File: src/rtl/wb_excp_stage.sv
// Writeback stage with precise exception/ERTN resolution and pipeline flush.
// Optional trace ports and retire counter are built when WB_TRACE_EN is defined.
module wb_excp_stage (
    input  logic        clk,
    input  logic        reset,
    input  logic        ms_to_ws_valid,
    output logic        ws_allowin,
    input  logic [31:0] ms_pc,
    input  logic [31:0] ms_badv,
    input  logic        ms_ertn,
    input  logic [5:0]  ms_ex_vec,
    input  logic        ms_csr_we,
    input  logic [13:0] ms_csr_num,
    input  logic [31:0] ms_csr_wmask,
    input  logic [31:0] ms_csr_wdata,
    input  logic        ms_rf_we,
    input  logic [4:0]  ms_rf_waddr,
    input  logic [31:0] ms_rf_wdata,
    output logic        wb_ex,
    output logic [5:0]  wb_ecode,
    output logic [8:0]  wb_esubcode,
    output logic [31:0] wb_pc,
    output logic [31:0] wb_badv,
    output logic        ertn_flush,
    output logic        csr_we,
    output logic [13:0] csr_wnum,
    output logic [31:0] csr_wmask,
    output logic [31:0] csr_wdata,
    output logic        rf_we,
    output logic [4:0]  rf_waddr,
    output logic [31:0] rf_wdata,
`ifdef WB_TRACE_EN
    output logic [31:0] debug_wb_pc,
    output logic [3:0]  debug_wb_rf_we,
    output logic [4:0]  debug_wb_rf_wnum,
    output logic [31:0] debug_wb_rf_wdata,
    output logic [31:0] retire_cnt,
`endif
    output logic        ws_flush,
    output logic        ws_valid_o
);

    typedef enum logic [0:0] {StRun, StFlushHold} state_e;

    state_e      state_q, state_d;
    logic        ws_valid_q, ws_valid_d;
    logic        load;
    logic [31:0] pc_q, badv_q;
    logic        ertn_q;
    logic [5:0]  ex_vec_q;
    logic        csr_we_q;
    logic [13:0] csr_num_q;
    logic [31:0] csr_wmask_q, csr_wdata_q;
    logic        rf_we_q;
    logic [4:0]  rf_waddr_q;
    logic [31:0] rf_wdata_q;

    // FSM: state register
    always_ff @(posedge clk) begin
        if (reset) state_q <= StRun;
        else       state_q <= state_d;
    end

    // FSM: next state
    always_comb begin
        state_d = state_q;
        unique case (state_q)
            StRun:       if (ws_flush) state_d = StFlushHold;
            StFlushHold: state_d = StRun;
            default:     state_d = StRun;
        endcase
    end

    // FSM: outputs
    always_comb begin
        ws_allowin = (state_q == StRun);
    end

    // A flushing cycle drops whatever MEM is offering.
    assign load = ms_to_ws_valid && ws_allowin && !ws_flush;

    always_comb begin
        ws_valid_d = ws_valid_q;
        if (ws_flush)        ws_valid_d = 1'b0;
        else if (ws_allowin) ws_valid_d = ms_to_ws_valid;
    end

    always_ff @(posedge clk) begin
        if (reset) begin
            ws_valid_q  <= 1'b0;
            pc_q        <= '0;
            badv_q      <= '0;
            ertn_q      <= 1'b0;
            ex_vec_q    <= '0;
            csr_we_q    <= 1'b0;
            csr_num_q   <= '0;
            csr_wmask_q <= '0;
            csr_wdata_q <= '0;
            rf_we_q     <= 1'b0;
            rf_waddr_q  <= '0;
            rf_wdata_q  <= '0;
        end else begin
            ws_valid_q <= ws_valid_d;
            if (load) begin
                pc_q        <= ms_pc;
                badv_q      <= ms_badv;
                ertn_q      <= ms_ertn;
                ex_vec_q    <= ms_ex_vec;
                csr_we_q    <= ms_csr_we;
                csr_num_q   <= ms_csr_num;
                csr_wmask_q <= ms_csr_wmask;
                csr_wdata_q <= ms_csr_wdata;
                rf_we_q     <= ms_rf_we;
                rf_waddr_q  <= ms_rf_waddr;
                rf_wdata_q  <= ms_rf_wdata;
            end
        end
    end

    assign wb_ex      = ws_valid_q && (ex_vec_q != 6'd0);
    assign ertn_flush = ws_valid_q && ertn_q && !wb_ex;
    assign ws_flush   = wb_ex | ertn_flush;
    assign ws_valid_o = ws_valid_q;
    assign wb_pc      = pc_q;

    // Fixed priority: INT > ADEF > INE > SYS > BRK > ALE
    always_comb begin
        wb_ecode    = 6'h00;
        wb_esubcode = 9'd0;
        wb_badv     = 32'd0;
        if (wb_ex) begin
            wb_badv = badv_q;
            if (ex_vec_q[0]) begin
                wb_ecode = 6'h00;
            end else if (ex_vec_q[1]) begin
                wb_ecode = 6'h08;
                wb_badv  = pc_q;
            end else if (ex_vec_q[2]) begin
                wb_ecode = 6'h0D;
            end else if (ex_vec_q[3]) begin
                wb_ecode = 6'h0B;
            end else if (ex_vec_q[4]) begin
                wb_ecode = 6'h0C;
            end else begin
                wb_ecode = 6'h09;
            end
        end
    end

    assign csr_we    = csr_we_q && ws_valid_q && !wb_ex;
    assign csr_wnum  = csr_num_q;
    assign csr_wmask = csr_wmask_q;
    assign csr_wdata = csr_wdata_q;
    assign rf_we     = rf_we_q && ws_valid_q && !wb_ex;
    assign rf_waddr  = rf_waddr_q;
    assign rf_wdata  = rf_wdata_q;

`ifdef WB_TRACE_EN
    logic [31:0] retire_cnt_q, retire_cnt_d;

    always_comb begin
        retire_cnt_d = retire_cnt_q;
        if (ws_valid_q && !wb_ex) retire_cnt_d = retire_cnt_q + 32'd1;
    end

    always_ff @(posedge clk) begin
        if (reset) retire_cnt_q <= '0;
        else       retire_cnt_q <= retire_cnt_d;
    end

    assign retire_cnt        = retire_cnt_q;
    assign debug_wb_pc       = wb_pc;
    assign debug_wb_rf_we    = {4{rf_we}};
    assign debug_wb_rf_wnum  = rf_waddr;
    assign debug_wb_rf_wdata = rf_wdata;
`endif

endmodule

File: config.mk
export PLATFORM = sky130hd
export DESIGN_NAME = wb_excp_stage
export DESIGN_NICKNAME = d
export VERILOG_FILES = /design/src/rtl/wb_excp_stage.sv
export SDC_FILE = /design/constraint.sdc
export NUM_CORES = 1
export LEC_CHECK = 0
export ABC_AREA = 1
export BUFFER_PORTS_ARGS = -buffer_cell sky130_fd_sc_hd__buf_4
export CAP_MARGIN = 20
export CORE_MARGIN = 3
export CORE_UTILIZATION = 50
export DETAILED_ROUTE_END_ITERATION = 16
export PLACE_DENSITY = 0.81
export SYNTH_ARGS = -nofsm -noshare
export SYNTH_HDL_FRONTEND = slang
export SYNTH_SLANG_ARGS = --single-unit
File: constraint.sdc
create_clock -name clk -period 1.7 [get_ports clk]
set_input_delay 0.17 -clock clk [delete_from_list [all_inputs] [get_ports clk]]
set_output_delay 0.17 -clock clk [all_outputs]
set_load 0.1 [all_outputs]
After elaboration in Yosys (flattened, before gate mapping):

Cells that the tools add are included.

* flip-flop bits (word level): 190
* latch bits: 0
* bits in writable memories: 0
* memory bits (read-only): 0
* input bits: 191
* output and inout bits: 201
* word-level logic and storage cells: 39
* memories kept: 0

* add/subtract/negate cells: 0
* multiply operators: 0
* divide/modulo/power cells: 0
* magnitude comparators: 0
* equality and inequality tests: 0
* shifts and indexed selects: 0
* multiplexer cells: 11
* bitwise gates (word level): 2
* reductions and logical operators: 13

Operators with widths (count)
* 32-bit 2-to-1 mux: 3
* 3-bit 2-to-1 mux: 4
* 1-bit logical AND: 9
* 4-bit 2-to-1 mux: 2
* 6-bit nonzero test: 1
* 1-bit logical NOT: 2
* 1-bit one-hot mux with 2 select lines: 1
* 2-bit OR reduction: 1
* 1-bit 2-to-1 mux: 1
* 1-bit inverter: 1
* 1-bit bitwise OR: 1

Logic depth before layout (Yosys ltp):

Gate-level depths: netlist of the first run.

* depth in word-level cells: 7
* mapped depth: 10
* depth with buffers taken out: 7

Worst setup path after synthesis of the first run:

Ideal clock, no wire load.

* kind: reg-to-output
* from: reg ws_valid_q, in the netlist ws_valid_o
* to: out wb_ecode[1]
* arrival: 4.246 ns
* data required time: 1.530 ns
* path slack: -2.716 ns
* cell stages (with the launch flop): 6
* buffers on the path: 1
* cells stage by stage: dfxtp_1 nand2_4 buf_2 inv_1 nand2_1 nor3_1

* cells in the longest elaborated chain, start to end: 2

Ends and longest elaborated chain
* start: declaration: RTL line 46 `logic ws_valid_q, ws_valid_d;`
* start signal: assignment: RTL line 103 `ws_valid_q <= ws_valid_d;`
* 1-bit logical AND: RTL line 120 `assign wb_ex = ws_valid_q && (ex_vec_q != 6'd0);`
* named net wb_ex: RTL line 19 `output logic wb_ex,`
* 4-bit 2-to-1 mux: RTL line 131 `if (wb_ex) begin`
* end: declaration: RTL line 20 `output logic [5:0] wb_ecode,`

The timed path passes the listed nets, and every way through them passes these cells.

Worst setup path after layout of the first run:

* from: reg ex_vec_q[1]
* to: out wb_badv[22]

* cells in the longest elaborated chain, start to end: 3
* elaborated cells on any way between the ends: 5
* classes of those cells: 3 x mux; 2 x reduce/logical

Ends and longest elaborated chain
* start: declaration: RTL line 50 `logic [5:0] ex_vec_q;`
* start signal: assignment: RTL line 108 `ex_vec_q <= ms_ex_vec;`
* 6-bit nonzero test / 32-bit 2-to-1 mux (equally long branches): RTL line 120, 135
* 1-bit logical AND / 32-bit 2-to-1 mux (equally long branches): RTL line 120, 133
* 32-bit 2-to-1 mux *: RTL line 131
* end: declaration: RTL line 23 `output logic [31:0] wb_badv,`

Every way passes the cells marked *; elsewhere a longest branch is shown, timed or not.

==> results by group, run 1 <==
Placement
  • Hpwl dp: 23,830 µm
  • Placed Cells: 2,329
  • Routability-driven placement congestion ratio: 0.8401
  • Dpl cell area: 14,090 µm²
  • I/O Buffers: 380

Status
  • Violated checks: negative setup slack
  • Outcome: finished with violations

Clock network
  • TritonCTS clock tree: built
  • CTS H-tree depth: 4
  • Skew-Pair Late Insertion Delay: 0.44 ns
  • CTS sink cnt: 190
  • Clock-pin slew on the worst setup and hold paths: 0.08 ns
  • Bufs on Longest Clock Path: 2
  • Num CTS Buffers: 17
  • Clock Tree Root: clkbuf_16

Timing
  • Max Clock Skew: 0.01306 ns
  • RSZ-0062 raised after global routing: yes
  • Final setup vio count: 229
  • Max Slew Vio Count: 0
  • Final hold slack: 0.04407 ns
  • Period utilization: 1.170
  • Final hold violations: 0
  • Peak Freq: 0.5029 GHz
  • Period minus WS final: 1.989 ns
  • Post-route setup slack: -0.2885 ns

Synth
  • Async set-reset flop share out of synthesis: 0
  • Most common cell in the netlist: inv_1
  • Register area share after synthesis: 0.3637
  • Synth top area share: 0.3637
  • Most common flop cell mapped by yosys: dfxtp_1
  • Cell count after synthesis: 1,757
  • Synth top area cells: dfxtp_1 36%, inv_1 19%, nand2_1 15%
  • Syn Std Cell Area: 10,460 µm²
  • Register bit total from synthesis: 190
  • Post-synth top area cell: dfxtp_1
  • Syn_area_per_cell: 5.952 µm²
  • Yosys cell types: 21
  • EDFF count, synth: 0
  • Top post-synthesis cells by count: 540 x inv_1, 413 x nand2_1, 194 x nor2_1
  • Ys Warns: 0

Power
  • Gate power share: 0.474
  • LEAKAGE: 0.009288 µW
  • Pwr dens: 1115 nW/µm²
  • Power Total: 17,900 µW
  • Internal: 9562 µW
  • Peak supply drop: 0.7799 mV
  • Sequential Power Share: 0.303
  • Net switching power: 8341 µW
  • Net Sw Frac: 0.4659
  • Clk pwr share: 0.223

Drt
  • DR iter-0 viols: 868
  • Vias/cell: 5.044
  • Post-DRT Antenna Nets: 0
  • DRC violations left: 0
  • Via count: 12,140
  • Routed wire length: 40,860 µm
  • Pre-antenna DRT Iters: 9
  • Routed wire per std cell: 16.98 µm

Global routing
  • Initial antenna violation count: 0
  • Vias in the first global route: 10,770
  • Global-route wire length before repair: 55,720 µm
  • Largest net degree at the start of global routing: 89
  • Total congestion overflow: 0
  • Overall routing resource usage: 0.3072

Finish
  • Diodes inserted: 0
  • Area grow syn2layout: 53.57%
  • Final Core Density: 0.7886
  • Final net count: 2,317
  • Layout cells sized above 1: 0.2976
  • Non-filler instance count after layout: 2,407
  • Cell area after layout: 16,060 µm²

Floorplanning
  • Site row count: 52
  • Core footprint: 20,360 µm²
  • Io pins: 392
  • Die Wd: 150.6 µm
  • Die area: 22,690 µm²
  • Initial Utilization: 0.5135
  • Chip height: 150.6 µm

Critical path
  • Critical Path Sink Type: output pin
  • Crit Path Class: flip-flop to output pin
  • Critical path peak fanout: 9
  • Setup crit start kind: flip-flop
  • CP required: 1.53 ns
  • Crit path arrival time: 1.82 ns

Flow run
  • MaxCap Viol Count: 0

Min path
  • Worst min path class: input port to flip-flop
[power by group through the flow]
stage | registers (µW) | logic [µW] | clock network [µW]
6_report | 5420 | 8480 | 3990
5_1_grt | 5470 | 8920 | 4210
4_1_cts | 5390 | 7850 | 4020
3_5_place_dp | 5480 | 7550 | 0
3_3_place_gp | 5460 | 7450 | 0
2_1_floorplan | 8410 | 2830 | 0
[layout by cell type (no fill, tap or decap), types with 4 or more instances in the layout]
cell type	synthesis	routed
buf_6	7	16
buf_16	0	7
nand3_1	32	29
a21oi_4	0	32
nand4_1	188	188
nand2_1	413	398
buf_12	0	60
dfxtp_4	0	4
conb_1	1	11
nor2_2	2	13
nand2_2	0	11
buf_4	21	368
inv_2	28	27
inv_1	540	539
dfxtp_1	190	153
nor2_4	0	4
dfxtp_2	0	33
nor2_1	194	179
clkbuf_16	0	30
inv_6	0	6
[layer usage]
layer / track usage / routed length [µm] / vias to the layer above
li1: - / - / 5803
met5: 0 / 0 / -
met4: 0.1618 / 2443 / 0
met3: 0.08128 / 4180 / 183
met2: 0.5219 / 19900 / 725
met1: 0.3539 / 14340 / 5430
[layout make-up]
type | count | area [µm²]
Multi-Input combinational cell | 882 | 4468
Sequential cell | 190 | 3860
Inverter | 569 | 2147
Fill cell | 1418 | 4305
Timing Repair Buffer | 466 | 4677
Tap cell | 270 | 337.8
Clock buffer | 19 | 464.2
Clock inverter | 11 | 105.1
[metrics by stage]
step	setup WS [ns]	TNS (ns)
3_5_place_dp	-0.02075	-0.07085
2_1_floorplan	-0.6070	-7.283
3_3_place_gp	0.04183	0
4_1_cts	-0.2177	-7.689
5_1_grt	-0.3404	-57.47
6_report	-0.2885	-45.45
[kinds of logic after synthesis]
| kind of cell | Yosys count | share of synthesized area |
|---|---|---|
| AND/OR/NAND/NOR | 836 | 0.3525 |
| flip-flops | 190 | 0.3637 |
| AO/OA/AOI/OAI | 35 | 0.01687 |
| buffers and inverters | 695 | 0.2666 |
| other | 1 | 0.0003586 |
[sequential cells by signal, summed over array words and instances, names as in the netlist]
name	flops
ex_vec_q	6
csr_wdata	32
rf_wdata	32
ertn_q	1
state_q	1
csr_wmask	32
rf_we_q	1
csr_we_q	1
rf_waddr	5
badv_q	32
csr_wnum	14
ws_valid_o	1
wb_pc	32
[what timing repair did]
item	in CTS	in global routing
pin swaps	3	18
setup buffers	10	20
hold buffers	1	0
resized for setup	134	51
endpoints found under the setup margin	41	67
hold endpoints to repair	2	0
cloned	2	15
[critical path, stage by stage, from the launching register on]
cell     delay [ns]
dfxtp_4        0.42
nor2_4         0.06
nand3_4        0.10
nand2_8        0.11
buf_16         0.18
buf_12         0.14
a21oi_4        0.15
buf_12         0.19
[worst paths after layout]
check / endpoint / slack, ns / start / cells past startpoint
worst max register to register: wb_pc[19]$_SDFFE_PP0P_ / -0.28 / ex_vec_q[1]$_SDFFE_PP0P_ / 13
worst max-delay path: wb_badv[22] / -0.29 / ex_vec_q[1]$_SDFFE_PP0P_ / 7
worst min register to register: badv_q[26]$_SDFFE_PP0P_ / 0.51 / badv_q[26]$_SDFFE_PP0P_ / 4
worst min-delay path: csr_wmask[20]$_SDFFE_PP0P_ / 0.04 / ms_csr_wmask[20] / 5
(Power assumes the default switching activity.)
==> run 2, diff against run 1 <==
--- a/config.mk
+++ b/config.mk
@@ -5,13 +5,13 @@
 export SDC_FILE = /design/constraint.sdc
 export NUM_CORES = 1
 export LEC_CHECK = 0
-export ABC_AREA = 1
+export ABC_AREA = 0
 export BUFFER_PORTS_ARGS = -buffer_cell sky130_fd_sc_hd__buf_4
 export CAP_MARGIN = 20
 export CORE_MARGIN = 3
-export CORE_UTILIZATION = 50
+export CORE_UTILIZATION = 52
 export DETAILED_ROUTE_END_ITERATION = 16
-export PLACE_DENSITY = 0.81
+export PLACE_DENSITY = 0.82
 export SYNTH_ARGS = -nofsm -noshare
 export SYNTH_HDL_FRONTEND = slang
 export SYNTH_SLANG_ARGS = --single-unit
==> run 2 against run 1 <==
Against the previous run: the run now fails in global routing (5_1_grt); synthesized cell count down 17%; area after synthesis up 11%.
==> results by group, run 2 <==
Status
  • Outcome: stopped before the end
  • Failed at: global routing (5_1_grt)
  • Error Message: [ERROR GRT-0232] Routing congestion too high. Check the congestion heatmap in the GUI.

Synth
  • EDFF count, synth: 0 (unchanged)
  • Cell count after synthesis: 1,466 (-17%)
  • Register bit total from synthesis: 190 (unchanged)
  • Yosys cell types: 29 (+38%)
  • Syn Std Cell Area: 11,580 µm² (+11%)
  • Syn_area_per_cell: 7.902 µm² (+33%)
  • Most common cell in the netlist: nand2_1
  • Synth top area cells: dfxtp_1 33%, nor4bb_1 16%, o221ai_1 14%
  • Post-synth top area cell: dfxtp_1
  • Async set-reset flop share out of synthesis: 0 (unchanged)
  • Register area share after synthesis: 0.3283 (-0.03539)
  • Ys Warns: 0 (unchanged)
  • Most common flop cell mapped by yosys: dfxtp_1
  • Synth top area share: 0.3283 (-0.03539)
  • Top post-synthesis cells by count: 248 x nand2_1, 214 x a21oi_1, 190 x dfxtp_1

Global routing
  • Total congestion overflow: 9
  • Largest net degree at the start of global routing: 112
  • Overall routing resource usage: 0.7596

Timing
  • WEP type: primary output
  • Post-GRT worst EP: wb_badv[11]

Clock network
  • Bufs on Longest Clock Path: 2 (unchanged)
  • Clock Tree Root: clkbuf_16
  • Num CTS Buffers: 17 (unchanged)
  • CTS H-tree depth: 4 (unchanged)
  • CTS sink cnt: 190 (unchanged)

Floorplanning
  • Initial Utilization: 0.5392 (+0.02567)
  • Site row count: 53 (+1.9%)
  • Die Wd: 155.3 µm (+3.1%)
  • Io pins: 392 (unchanged)
  • Chip height: 155.3 µm (+3.1%)

Placement
  • I/O Buffers: 380 (unchanged)
  • Routability-driven placement congestion ratio: 0.8704 (+3.6%)
  • Pre-CTS setup slack: -0.2001 ns (-0.1794 ns)
  • Hpwl dp: 29,510 µm (+24%)
## run 2: cell types whose count changed after synthesis, sizes merged, moves of 7 or more
cell    change
a21oi     +180
buf        -43
clkbuf    +143
inv       -563
nand2     -166
nand3      -34
nand4       -7
nor2      -192
nor4bb    +181
o221ai    +181
## run 2: what timing repair did
item / in CTS
gates resized for setup: 224
hold buffers: 158
buffers inserted: 42
setup endpoints to repair: 224
pin swaps: 56
hold endpoints to repair: 158
gates cloned: 26
## run 2: layer usage
metal  global-route usage  overflow
met1               0.7755         0
met2               0.9310         4
met3               0.6103         0
met4               0.7274         5
met5               0.1284         0
## run 2: cell families after synthesis
kind of cell	share of synthesized area
mux	0.005184
simple gates	0.3463
compound gates	0.2385
buf+inv	0.08143
flops	0.3283
other cells	0.0003237
## run 2: metrics by stage
| step | cell area [µm²] | hold WS [ns] | instances | utilization | setup TNS [ns] |
|---|---|---|---|---|---|
| 3_3_place_gp | 15350 | 0.3823 | 1976 | 0.7144 | -13.24 |
| 2_1_floorplan | 12150 | 0.2868 | 1476 | - | -10.06 |
| 4_1_cts | 19610 | 0.0002548 | 2234 | 0.9125 | -74.43 |
| 3_5_place_dp | 15350 | 0.3887 | 1976 | 0.7144 | -15.55 |
==> run 3, diff against run 2 <==
--- a/config.mk
+++ b/config.mk
@@ -9,9 +9,9 @@
 export BUFFER_PORTS_ARGS = -buffer_cell sky130_fd_sc_hd__buf_4
 export CAP_MARGIN = 20
 export CORE_MARGIN = 3
-export CORE_UTILIZATION = 52
+export CORE_UTILIZATION = 40
 export DETAILED_ROUTE_END_ITERATION = 16
-export PLACE_DENSITY = 0.82
+export PLACE_DENSITY_LB_ADDON = 0.15
 export SYNTH_ARGS = -nofsm -noshare
 export SYNTH_HDL_FRONTEND = slang
 export SYNTH_SLANG_ARGS = --single-unit
==> run 3 against run 2 <==
Against the previous run: area after synthesis unchanged; the flow now finishes, with violations (negative setup slack); synthesized cell count is the same.
==> results by group, run 3 <==
Flow run
  • MaxCap Viol Count: 0

Critical path
  • Worst flop-to-flop path startpoint: ex_vec_q[1]$_SDFFE_PP0P_
  • Crit path arrival time: 2.17 ns
  • Crit Path Class: flip-flop to output pin
  • Critical path peak fanout: 7
  • R2R setup slack: -0.28 ns
  • Setup crit start kind: flip-flop
  • Critical Path Sink Type: output pin
  • Critical path origin: ex_vec_q[1]$_SDFFE_PP0P_
  • CP required: 1.53 ns

Floorplanning
  • Die area: 31,040 µm²
  • Io pins: 392 (unchanged)
  • Core footprint: 28,160 µm²
  • Site row count: 61 (+15%)
  • Chip height: 176.2 µm (+13%)
  • Die Wd: 176.2 µm (+13%)
  • Initial Utilization: 0.4113 (-0.1278)

Clock network
  • CTS H-tree depth: 4 (unchanged)
  • Clock Tree Root: clkbuf_16
  • TritonCTS clock tree: built
  • Num CTS Buffers: 17 (unchanged)
  • Clock-pin slew on the worst setup and hold paths: 0.08 ns
  • CTS sink cnt: 190 (unchanged)
  • Bufs on Longest Clock Path: 2 (unchanged)
  • Skew-Pair Late Insertion Delay: 0.45 ns

Finish
  • Final net count: 2,202
  • Area grow syn2layout: 82.75%
  • Layout cells sized above 1: 0.3826
  • Most frequent cells in the layout: 383 x buf_4, 246 x nand2_1, 182 x a21oi_1, 182 x dlygate4sd3_1, 181 x nand4_1
  • Commonest non-fill, non-tap cell in the layout: buf_4

Synth
  • Most common cell in the netlist: nand2_1
  • Cell count after synthesis: 1,466 (unchanged)
  • Register area share after synthesis: 0.3283 (unchanged)
  • Syn Std Cell Area: 11,580 µm² (unchanged)
  • Post-synth top area cell: dfxtp_1
  • Yosys cell types: 29 (unchanged)
  • Syn_area_per_cell: 7.902 µm² (unchanged)
  • Register bit total from synthesis: 190 (unchanged)
  • Async set-reset flop share out of synthesis: 0 (unchanged)
  • EDFF count, synth: 0 (unchanged)
  • Most common flop cell mapped by yosys: dfxtp_1
  • Top post-synthesis cells by count: 248 x nand2_1, 214 x a21oi_1, 190 x dfxtp_1
  • Ys Warns: 0 (unchanged)
  • Synth top area share: 0.3283 (unchanged)
  • Synth top area cells: dfxtp_1 33%, nor4bb_1 16%, o221ai_1 14%

Drt
  • Pre-antenna DRT Iters: 6
  • Vias/cell: 6.765
  • Routed wire length: 62,420 µm
  • Post-DRT Antenna Nets: 0
  • DR iter-0 viols: 2,024
  • Via count: 16,260
  • DRC violations left: 0
  • Routed wire per std cell: 25.96 µm

Timing
  • Final hold slack: 0.03019 ns
  • Final hold violations: 0
  • Peak Freq: 0.4279 GHz
  • Max Slew Vio Count: 0
  • Max Clock Skew: 0.01528 ns
  • Period utilization: 1.375
  • Final setup vio count: 229
  • Post-route setup slack: -0.6372 ns
  • Period minus WS final: 2.337 ns
  • RSZ-0062 raised after global routing: yes
  • Slew headroom: 0.6136
  • Slew at the pin closest to its max-slew limit: 0.5796 ns

Power
  • LEAKAGE: 0.007994 µW
  • Pwr dens: 1099 nW/µm²
  • Peak supply drop: 0.7370 mV

Status
  • Outcome: finished with violations
  • Violated checks: negative setup slack

Global routing
  • Global-route wire length before repair: 83,470 µm
  • Total congestion overflow: 0
  • Overall routing resource usage: 0.3300
  • Largest net degree at the start of global routing: 88
  • Vias in the first global route: 14,550
  • Initial antenna violation count: 4

Min path
  • Worst min path class: input port to flip-flop
  • Hold Crit Start: ms_csr_wdata[20]

Placement
  • Hpwl dp: 31,320 µm (+6.1%)
  • I/O Buffers: 380 (unchanged)
  • Routability-driven placement congestion ratio: 0.8228 (-5.5%)
  • Pre-CTS setup slack: -0.2333 ns (-0.03317 ns)
==> run 3: area by class of cell <==
type	count	area, µm²
Clock buffer	19	432.9
Fill cell	1873	6992
Clock inverter	12	131.4
Inverter	5	32.53
Tap cell	378	473.0
Antenna cell	3	7.507
Timing Repair Buffer	741	8163
Multi-Input combinational cell	1056	8098
Sequential cell	190	3834
==> run 3: cells by family after synthesis <==
| logic type | share of synthesized area |
|---|---|
| AOI/OAI and AO/OA | 0.2385 |
| buffers and inverters | 0.08143 |
| DFF | 0.3283 |
| muxes | 0.005184 |
| other | 0.0003237 |
| and+or+nand+nor | 0.3463 |
==> run 3: timing repair <==
| action | in CTS | in global routing |
|---|---|---|
| gates cloned | 9 | 46 |
| hold buffers | 182 | 0 |
| setup buffers | 19 | 29 |
| endpoints found under the setup margin | 221 | 224 |
| hold endpoints to repair | 182 | 0 |
| gates resized for setup | 151 | 185 |
| pin swaps | 7 | 197 |
==> run 3: final timing paths <==
path	endpoint	cells past startpoint
setup / recovery	wb_badv[10]	6
hold / removal	csr_wdata[20]$_SDFFE_PP0P_	3
setup reg to reg	csr_wmask[24]$_SDFFE_PP0P_	10
hold reg to reg	rf_wdata[20]$_SDFFE_PP0P_	2
==> run 3: stage by stage <==
step                total power, µW  TNS, ns  cell area (µm²)  instances    util
global placement              14920   -16.24            15600       2096  0.5538
detailed placement            15000   -20.77            15600       2096  0.5538
CTS                           20220   -24.30            18970       2333  0.6735
finish                        23270   -51.12            21170       2404  0.7517
floorplan                     12270   -10.06            12150       1476       -
global route                  23760   -62.80            21170       2404  0.7517
==> run 3: report_power, final <==
group / leakage, µW / total, µW / switching, µW / internal (µW)
clock: 0.000264 / 4150 / 2090 / 2070
combinational: 0.00615 / 13500 / 8490 / 4970
sequential: 0.00158 / 5660 / 589 / 5070
total: 0.00799 / 23300 / 11200 / 12100
==> run 3: worst max-delay path, stage by stage, from the launching register on <==
cell and delay, ns:
dfxtp_2 0.33, or4_4 0.55, o31ai_4 0.25, buf_12 0.20, buf_12 0.16, a21oi_4 0.05
buf_12 0.17
==> run 3: layer usage <==
layer,part of all wire,track usage,wire length (µm)
met1,0.37,0.4327,22840
met3,0.11,0.06172,6782
met2,0.47,0.5310,29060
met4,0.060,0.1435,3721
met5,0.00021,0,13
